`src/rtl/mc_ctrl_if.sv`:
```
// Handshake/enable bundle between the multi-cycle sequencer and the datapath/memory.
// The controller side uses the master modport; the datapath/memory side uses slave.
interface mc_ctrl_if #(
   parameter int CNT_W = 32
);
   logic [6:0]       Op;
   logic             mem_ready;
   logic             PCWrite;
   logic             IRWrite;
   logic             RegWrite;
   logic             MemRead;
   logic             MemWrite;
   logic             IorD;
   logic [2:0]       State;
   logic             Illegal;
   logic [CNT_W-1:0] CycleCnt;
   logic [CNT_W-1:0] InstrCnt;

   modport master (
      input  Op, mem_ready,
      output PCWrite, IRWrite, RegWrite, MemRead, MemWrite, IorD,
      output State, Illegal, CycleCnt, InstrCnt
   );

   modport slave (
      output Op, mem_ready,
      input  PCWrite, IRWrite, RegWrite, MemRead, MemWrite, IorD,
      input  State, Illegal, CycleCnt, InstrCnt
   );
endinterface

```
`src/rtl/mc_ctrl.sv`:
```
// Multi-cycle FETCH/DECODE/EXEC/MEM/WB sequencer with trap on unsupported opcodes.
// Optional performance counters are built only when MC_PERF_CNT_EN is defined.
module mc_ctrl #(
   parameter int CNT_W = 32
) (
   input  logic      clk,
   input  logic      rst,
   mc_ctrl_if.master bus
);

   typedef enum logic [2:0] {
      S_FETCH  = 3'd0,
      S_DECODE = 3'd1,
      S_EXEC   = 3'd2,
      S_MEM    = 3'd3,
      S_WB     = 3'd4,
      S_TRAP   = 3'd7
   } state_t;

   typedef enum logic [3:0] {
      C_NONE, C_R, C_IALU, C_LOAD, C_STORE, C_BRANCH, C_JAL, C_JALR, C_LUI, C_ILL
   } op_cls_t;

   state_t  state_q, state_d;
   op_cls_t op_q, op_d;
   logic    mem_read_q, mem_write_q, iord_q, reg_write_q, pc_write_q, illegal_q;
   logic    store_done, pc_write;

   function automatic op_cls_t classify(input logic [6:0] op);
      case (op)
         7'b0110011: classify = C_R;
         7'b0010011: classify = C_IALU;
         7'b0000011: classify = C_LOAD;
         7'b0100011: classify = C_STORE;
         7'b1100011: classify = C_BRANCH;
         7'b1101111: classify = C_JAL;
         7'b1100111: classify = C_JALR;
         7'b0110111: classify = C_LUI;
         default:    classify = C_ILL;
      endcase
   endfunction

   function automatic state_t next_state(input state_t s, input op_cls_t cls,
                                         input logic rdy);
      case (s)
         S_FETCH:  next_state = rdy ? S_DECODE : S_FETCH;
         S_DECODE: next_state = (cls == C_ILL) ? S_TRAP : S_EXEC;
         S_EXEC: begin
            if (cls == C_BRANCH)                       next_state = S_FETCH;
            else if (cls == C_LOAD || cls == C_STORE)  next_state = S_MEM;
            else                                       next_state = S_WB;
         end
         S_MEM:    next_state = !rdy ? S_MEM : ((cls == C_LOAD) ? S_WB : S_FETCH);
         S_WB:     next_state = S_FETCH;
         S_TRAP:   next_state = S_TRAP;
         default:  next_state = S_FETCH;
      endcase
   endfunction

   // Op is only looked at in DECODE; its class is then held in op_q for the rest of the instruction
   assign op_d    = (state_q == S_DECODE) ? classify(bus.Op) : op_q;
   assign state_d = next_state(state_q, op_d, bus.mem_ready);

   // Moore enables are registered from the state being entered
   always_ff @(posedge clk) begin
      if (rst) begin
         state_q     <= S_FETCH;
         op_q        <= C_NONE;
         mem_read_q  <= 1'b1;
         mem_write_q <= 1'b0;
         iord_q      <= 1'b0;
         reg_write_q <= 1'b0;
         pc_write_q  <= 1'b0;
         illegal_q   <= 1'b0;
      end else begin
         state_q     <= state_d;
         op_q        <= op_d;
         mem_read_q  <= (state_d == S_FETCH) || (state_d == S_MEM && op_d == C_LOAD);
         mem_write_q <= (state_d == S_MEM) && (op_d == C_STORE);
         iord_q      <= (state_d == S_MEM);
         reg_write_q <= (state_d == S_WB);
         pc_write_q  <= (state_d == S_WB) || (state_d == S_EXEC && op_d == C_BRANCH);
         illegal_q   <= (state_d == S_TRAP);
      end
   end

   // IR capture and store retirement follow mem_ready in the same cycle
   assign store_done = (state_q == S_MEM) && (op_q == C_STORE) && bus.mem_ready;
   assign pc_write   = pc_write_q | store_done;

   assign bus.IRWrite  = (state_q == S_FETCH) && bus.mem_ready;
   assign bus.PCWrite  = pc_write;
   assign bus.RegWrite = reg_write_q;
   assign bus.MemRead  = mem_read_q;
   assign bus.MemWrite = mem_write_q;
   assign bus.IorD     = iord_q;
   assign bus.State    = state_q;
   assign bus.Illegal  = illegal_q;

`ifdef MC_PERF_CNT_EN
   logic [CNT_W-1:0] cycle_cnt_q, instr_cnt_q;

   always_ff @(posedge clk) begin
      if (rst) begin
         cycle_cnt_q <= '0;
         instr_cnt_q <= '0;
      end else begin
         cycle_cnt_q <= cycle_cnt_q + CNT_W'(1);
         if (pc_write) instr_cnt_q <= instr_cnt_q + CNT_W'(1);
      end
   end

   assign bus.CycleCnt = cycle_cnt_q;
   assign bus.InstrCnt = instr_cnt_q;
`else
   assign bus.CycleCnt = {CNT_W{1'b0}};
   assign bus.InstrCnt = {CNT_W{1'b0}};
`endif

endmodule
```
`src/flat_wrapper.sv`:
```
// flat-port wrapper written by rule: the top's interface ports become plain ports
module mc_ctrl_flat 
#(
   parameter int CNT_W = 32
)
  (clk, rst, bus_Op, bus_mem_ready, bus_PCWrite, bus_IRWrite, bus_RegWrite, bus_MemRead, bus_MemWrite, bus_IorD, bus_State, bus_Illegal, bus_CycleCnt, bus_InstrCnt);
  mc_ctrl_if #(.CNT_W(CNT_W)) bus_i ();
  input  logic clk;
  input  logic rst;
  input wire logic [$bits(bus_i.Op)-1:0] bus_Op;
  input wire logic [$bits(bus_i.mem_ready)-1:0] bus_mem_ready;
  output wire logic [$bits(bus_i.PCWrite)-1:0] bus_PCWrite;
  output wire logic [$bits(bus_i.IRWrite)-1:0] bus_IRWrite;
  output wire logic [$bits(bus_i.RegWrite)-1:0] bus_RegWrite;
  output wire logic [$bits(bus_i.MemRead)-1:0] bus_MemRead;
  output wire logic [$bits(bus_i.MemWrite)-1:0] bus_MemWrite;
  output wire logic [$bits(bus_i.IorD)-1:0] bus_IorD;
  output wire logic [$bits(bus_i.State)-1:0] bus_State;
  output wire logic [$bits(bus_i.Illegal)-1:0] bus_Illegal;
  output wire logic [$bits(bus_i.CycleCnt)-1:0] bus_CycleCnt;
  output wire logic [$bits(bus_i.InstrCnt)-1:0] bus_InstrCnt;
  assign bus_i.Op = bus_Op;
  assign bus_i.mem_ready = bus_mem_ready;
  assign bus_PCWrite = bus_i.PCWrite;
  assign bus_IRWrite = bus_i.IRWrite;
  assign bus_RegWrite = bus_i.RegWrite;
  assign bus_MemRead = bus_i.MemRead;
  assign bus_MemWrite = bus_i.MemWrite;
  assign bus_IorD = bus_i.IorD;
  assign bus_State = bus_i.State;
  assign bus_Illegal = bus_i.Illegal;
  assign bus_CycleCnt = bus_i.CycleCnt;
  assign bus_InstrCnt = bus_i.InstrCnt;
  mc_ctrl #(.CNT_W(CNT_W)) u_core (.clk(clk), .rst(rst), .bus(bus_i));
endmodule
```
`config.mk`:
```
export PLATFORM = sky130hd
export DESIGN_NAME = mc_ctrl_flat
export DESIGN_NICKNAME = d
export VERILOG_FILES = /design/src/rtl/mc_ctrl_if.sv /design/src/rtl/mc_ctrl.sv /design/src/flat_wrapper.sv
export SDC_FILE = /design/constraint.sdc
export NUM_CORES = 1
export LEC_CHECK = 0
export ABC_AREA = 1
export CORE_AREA = 3 3 67 69
export CTS_CLUSTER_DIAMETER = 60
export DETAILED_ROUTE_END_ITERATION = 8
export DIE_AREA = 0 0 70 72
export GPL_ROUTABILITY_DRIVEN = 0
export GPL_TIMING_DRIVEN = 0
export HOLD_SLACK_MARGIN = 0.1
export PLACE_DENSITY = 0.71
export SLEW_MARGIN = 25
export SYNTH_ARGS = -nofsm -noshare
export SYNTH_HDL_FRONTEND = slang
export SYNTH_SLANG_ARGS = --single-unit
```
`constraint.sdc`:
```
create_clock -name clk -period 3.67 [get_ports clk]
set_input_delay 0.367 -clock clk [delete_from_list [all_inputs] [get_ports clk]]
set_output_delay 0.367 -clock clk [all_outputs]
set_load 0.02 [all_outputs]
```
==> results.yml, run 1 <==
finish:
  drive_gt1_frac: 0.297
  stdcell_area_sq_um: 1900
  fin_nets: 311
  final_util: 0.479
  fin_cells: 350
  n_fill_cell: 417
  antenna_cells: 0
  syn_to_final_growth_pct: 39.0
worst_hold_path:
  hold_class: "flop to flop"
  min_path_cells: 2
drt:
  avgRoutedWirePerCell_um: 7.24
  drc: 0
  drt-pass1-iter-count: 4
  vias: 1239
  ant_nets: 0
  drtIter0Drc: 33
  wl_um: 2530
  vias_per_cell: 3.54
clock_tree:
  htreeDepth: 1
  cts_resized: 0
  cts_root_buf: "clkbuf_8"
  cts_tree: "yes"
  clock_latency_ps: 240
  clk_pin_slew_ps: 50
  cts_buffers: 3
  clockBufferDepth: 2
  cts_setup_buffers: 0
  clock_sinks: 13
  holdBufCountCts: 0
worst_setup_path:
  slowest_stage: "clkdlybuf4s50_1"
  endpoint_kind: "primary output"
  reg2regPathDepth: 13
  crit_fanout: 2
  path_cells: "clkdlybuf4s50_1 -> nand2_1 -> nor2_1 -> inv_1 -> o21bai_1 -> clkdlybuf4s50_1"
  critPathKind: "primary input to primary output"
  worstSetupStartpointType: "primary input"
  arrival_ps: 1970
  max_stage_delay_ps: 630
  crit_top_cell: "clkdlybuf4s50_1"
  cp.depth: 6
  critPathRequiredTime_ps: 3300
  path_delay_family: "buffers and inverters"
  cp_num_buf_inv: 3
sta:
  finalCritPeriodShare: 0.638
  slew_viol_final: 0
  finalSetupViolCount: 0
  fin_setup_tns_ps: 0
  max_freq_ghz: 0.427
  clock_skew_ps: 0.615
  rsz0062_at_grt: "false"
  post-route-min-period_ps: 2340
  hold_violations: 0
status:
  status: "finished clean"
floorplan:
  die_x_um: 70
  ios: 84
  coreArea_sq_um: 3970
  chipHeight_um: 72
  placementRows: 23
  dieArea_sq_um: 5040
  initial_core_util: 0.345
power:
  power_density_nw_per_um2: 282
  total_power_uw: 536
  p_switching_uw: 206
  power_frac_seq: 0.296
  cellLeakagePower_uw: 0.00114
  pwr-share-comb: 0.471
  intPower_uw: 330
  pwr-share-clk: 0.233
  ir_worst_vdd_mv: 0.132
  swShare: 0.384
logic_synthesis:
  synthesis.area_sq_um: 1370
  syn_inst: 214
  synth_seq_area_share: 0.190
  synth_warnings: 0
  synth.distinct_cells: 19
  avgSynthCellArea_sq_um: 6.40
  ys_ff_latch: 13
placed_design:
  dpl.cell_count: 346
  postPlaceCellArea_sq_um: 1860
  port_buffers: 19
  dp_hpwl_um: 2240
global_route:
  overflow: 0
  grt_pass1_wl_um: 4240
  grt_antenna_before_repair: 0
  grt.total_usage: 0.103
  grt_pass1_vias: 1004
  grt_max_degree: 11
flow_run:
  max_cap_viol_count: 0
[Yosys cell counts]
cell type | number | area (sq um)
buf_4 | 64 | 480
nand2_1 | 35 | 131
inv_1 | 27 | 101
nor2_1 | 26 | 97.6
dfxtp_1 | 13 | 260
nand2_2 | 10 | 62.6
nand3_1 | 8 | 40.0
a21oi_1 | 7 | 35.0
nor2_2 | 7 | 43.8
nand3_2 | 3 | 30.0
nor3_1 | 3 | 15.0
nand4_1 | 2 | 12.5
o21ai_0 | 2 | 10.0
o21bai_1 | 2 | 15.0
clkbuf_1 | 1 | 3.75
conb_1 | 1 | 3.75
inv_2 | 1 | 3.75
nand3_4 | 1 | 17.5
o21ai_1 | 1 | 5.00
[power by group through the flow]
stage	Combinational [uW]	Clock (uW)	Sequential, uW
3_5_place_dp	249	0	162
6_report	252	125	159
3_3_place_gp	248	0	161
5_1_grt	278	136	161
4_1_cts	250	130	159
2_1_floorplan	196	0	169
[registers in the layout (all words and copies together) (netlist names)]
name,cells
u_core.bus.IorD,1
u_core.bus.MemRead,1
u_core.op_q,4
u_core.bus.State,3
u_core.bus.RegWrite,1
u_core.pc_write_q,1
u_core.bus.Illegal,1
u_core.bus.MemWrite,1
[metrics by stage]
stage / setup WS (ps) / hold slack, ps
final: 1330 / 499
after detailed placement: 1360 / 494
after floorplan: 1980 / 467
after global placement: 1350 / 481
after global routing: 1230 / 518
after CTS: 1340 / 503
[final timing paths]
check	from	endpoint	slack [ps]
setup / recovery	bus_mem_ready	bus_PCWrite	1330
hold / removal	u_core.op_q[2]	u_core.op_q[2]	500
setup reg to reg	u_core.bus.State[2]	u_core.pc_write_q	1870
hold reg to reg	u_core.op_q[2]	u_core.op_q[2]	500
[cells by family (layout without fill, tap and decap cells)]
logic type             Yosys count  count (layout)  share of synthesized area
and+or+nand+nor                 95              95                      0.329
buffers and inverters           93             116                      0.431
DFF                             13              13                      0.190
AOI/OAI and AO/OA               12              12                     0.0475
other                            1              64                    0.00274
[cell type report]
type | instances | area [sq um] | share of cell area
inverter | 28 | 105 | 0.0552
clock buffer | 4 | 45.0 | 0.0237
multi-input combinational | 171 | 756 | 0.397
timing repair buffer | 19 | 190 | 0.0999
buffer | 65 | 484 | 0.254
tap | 50 | 62.6 | 0.0329
sequential | 13 | 260 | 0.137
[cell usage in the layout, fill, tap and decap left out, drive strengths merged]
cell / instances
nor2: 33
buf: 64
o21ai: 3
nor3: 3
dfxtp: 13
nand3: 12
nand4: 2
o21bai: 2
nand2: 45
clkbuf: 5
inv: 28
conb: 64
clkdlybuf4s50: 19
a21oi: 7
[tightest hold or removal path, delay by kind of cell, from the launching register on]
family,cells,cell delay (ps)
AO/OA/AOI/OAI,1,60
flip-flops,1,310
AND/OR/NAND/NOR,1,80
[routing by layer]
layer | global-route usage | routed length, um
met1 | 0.124 | 997
met2 | 0.170 | 1190
met3 | 0.0222 | 297
met4 | 0.0574 | 54
met5 | 0 | 0
(Power assumes the default switching activity.)
==> run 2, diff against run 1 <==
--- a/config.mk
+++ b/config.mk
@@ -6,10 +6,10 @@
 export NUM_CORES = 1
 export LEC_CHECK = 0
 export ABC_AREA = 1
-export CORE_AREA = 3 3 67 69
+export CORE_AREA = 3 3 68 70
 export CTS_CLUSTER_DIAMETER = 60
 export DETAILED_ROUTE_END_ITERATION = 8
-export DIE_AREA = 0 0 70 72
+export DIE_AREA = 0 0 71 73
 export GPL_ROUTABILITY_DRIVEN = 0
 export GPL_TIMING_DRIVEN = 0
 export HOLD_SLACK_MARGIN = 0.1
==> constraint.sdc (replaced) <==
create_clock -name clk -period 2.1 [get_ports clk]
set_input_delay 0.21 -clock clk [delete_from_list [all_inputs] [get_ports clk]]
set_output_delay 0.21 -clock clk [all_outputs]
set_load 0.02 [all_outputs]
==> run 2 against run 1 <==
Global-route usage shrank 0.22 points; combinational power is 78% higher; critical path depth is 2 lower; count of clock-buffer cells in the layout unchanged; critical path type is now flop to primary output; critical endpoint is now bus_IRWrite; largest cell class unchanged.
==> results.yml, run 2 (same netlist as run 1, synthesis figures left out) <==
status:
  status: "finished clean"
worst_setup_path:
  critPathRequiredTime_ps: 1890
  critPathKind: "flop to primary output"
  cp_num_buf_inv: 2
  max_stage_delay_ps: 660
  worstSetupStartpointType: "flop"
  crit_fanout: 4
  endpoint_kind: "primary output"
  arrival_ps: 1680
  setup.worst_path.start: "u_core.bus.State[2]"
  path_delay_family: "buffers and inverters"
  slowest_stage: "clkdlybuf4s50_1"
  r2r-start: "u_core.bus.State[2]"
  path_cells: "inv_1 -> nand2_1 -> nor3_1 -> clkdlybuf4s50_1"
finish:
  top_register: "u_core.op_q"
  largest_register_ff_count: 4
  fin_nets: 311
  final_cell_mix: "64 x buf_4, 64 x conb_1, 35 x nand2_1, 27 x inv_1, 23 x nor2_1"
  syn_to_final_growth_pct: 40.5
  drive_gt1_frac: 0.310
  antenna_cells: 0
  stdcell_area_sq_um: 1920
floorplan:
  chipHeight_um: 73
  placementRows: 23
  coreArea_sq_um: 4030
  initial_core_util: 0.340
  dieArea_sq_um: 5180
  ios: 84
  die_x_um: 71
sta:
  rsz0062_at_grt: "false"
  finalCritPeriodShare: 0.901
  finalSetupViolCount: 0
  post-route-min-period_ps: 1890
  max_freq_ghz: 0.528
  hold_violations: 0
  slew_viol_final: 0
  clock_skew_ps: 3.27
  fin_setup_tns_ps: 0
worst_hold_path:
  hold_class: "flop to flop"
  min-delay-start: "u_core.op_q[2]"
placed_design:
  dp_hpwl_um: 2220
  port_buffers: 19
  postPlaceCellArea_sq_um: 1860
clock_tree:
  clock_sinks: 13
  cts_buffers: 3
  clock_latency_ps: 240
  holdBufCountCts: 0
  cts_root_buf: "clkbuf_8"
  clk_pin_slew_ps: 50
  htreeDepth: 1
  cts_tree: "yes"
  clockBufferDepth: 2
power:
  ir_worst_vdd_mv: 0.175
  total_power_uw: 943
  cellLeakagePower_uw: 0.00116
  power_density_nw_per_um2: 490
drt:
  drtIter0Drc: 44
  ant_nets: 0
  drc: 0
  avgRoutedWirePerCell_um: 7.42
  vias_per_cell: 3.51
  wl_um: 2600
  drt-pass1-iter-count: 4
  vias: 1229
global_route:
  grt_max_degree: 11
  grt_pass1_wl_um: 4300
  grt_antenna_before_repair: 0
  overflow: 0
  grt.total_usage: 0.101
  grt_pass1_vias: 1048
flow_run:
  max_cap_viol_count: 0
==> run 2: layer usage <==
layer,global-route usage,vias to the layer above,part of all wire
met2,0.167,63,0.47
met3,0.0317,4,0.12
met4,0.0376,0,0.010
met5,0,-,0
li1,-,692,-
met1,0.122,470,0.39
==> run 2: worst reg2reg max path: stages, from the launching register on <==
cell      delay, ps
dfxtp_1         320
inv_1           140
nand3_4         140
o21bai_1        200
nor2_2          100
nand2_2         100
nand3_2         110
nor2_2           60
nor2_2          120
inv_1            50
a21oi_1         190
nand3_2         100
o21ai_1          90
==> run 2: where the power goes <==
group | total [uW] | switching, uW | internal [uW]
combinational | 448 | 270 | 178
sequential | 277 | 9.76 | 267
clock | 218 | 84.1 | 134
total | 943 | 364 | 579
==> run 2: what timing repair did <==
item,4_1_cts,5_1_grt
endpoints found under the setup margin,0,4
setup buffers,0,0
gates resized for setup,0,6
==> run 2: path summary, 6_finish.rpt <==
| path | to | slack, ps | cells past startpoint |
|---|---|---|---|
| min | u_core.op_q[2] | 510 | 2 |
| max reg2reg | u_core.pc_write_q | 300 | 12 |
| min reg2reg | u_core.op_q[2] | 510 | 2 |
| max | bus_IRWrite | 210 | 4 |
==> run 2: area by class of cell <==
class                      count  area (sq um)
inverter                      28           105
buffer                        65           484
clock buffer                   4          45.0
tap                           50          62.6
multi-input combinational    171           773
timing repair buffer          19           193
fill                         430          2110
sequential                    13           260
==> run 2: stage by stage <==
stage	utilization	hold slack, ps	cells	setup WS [ps]
finish	0.477	508	350	207
CTS	0.472	506	350	39.5
detailed placement	0.461	495	346	10.3
floorplan	-	398	277	412
global route	0.477	559	350	8.44
global placement	0.461	481	346	9.03
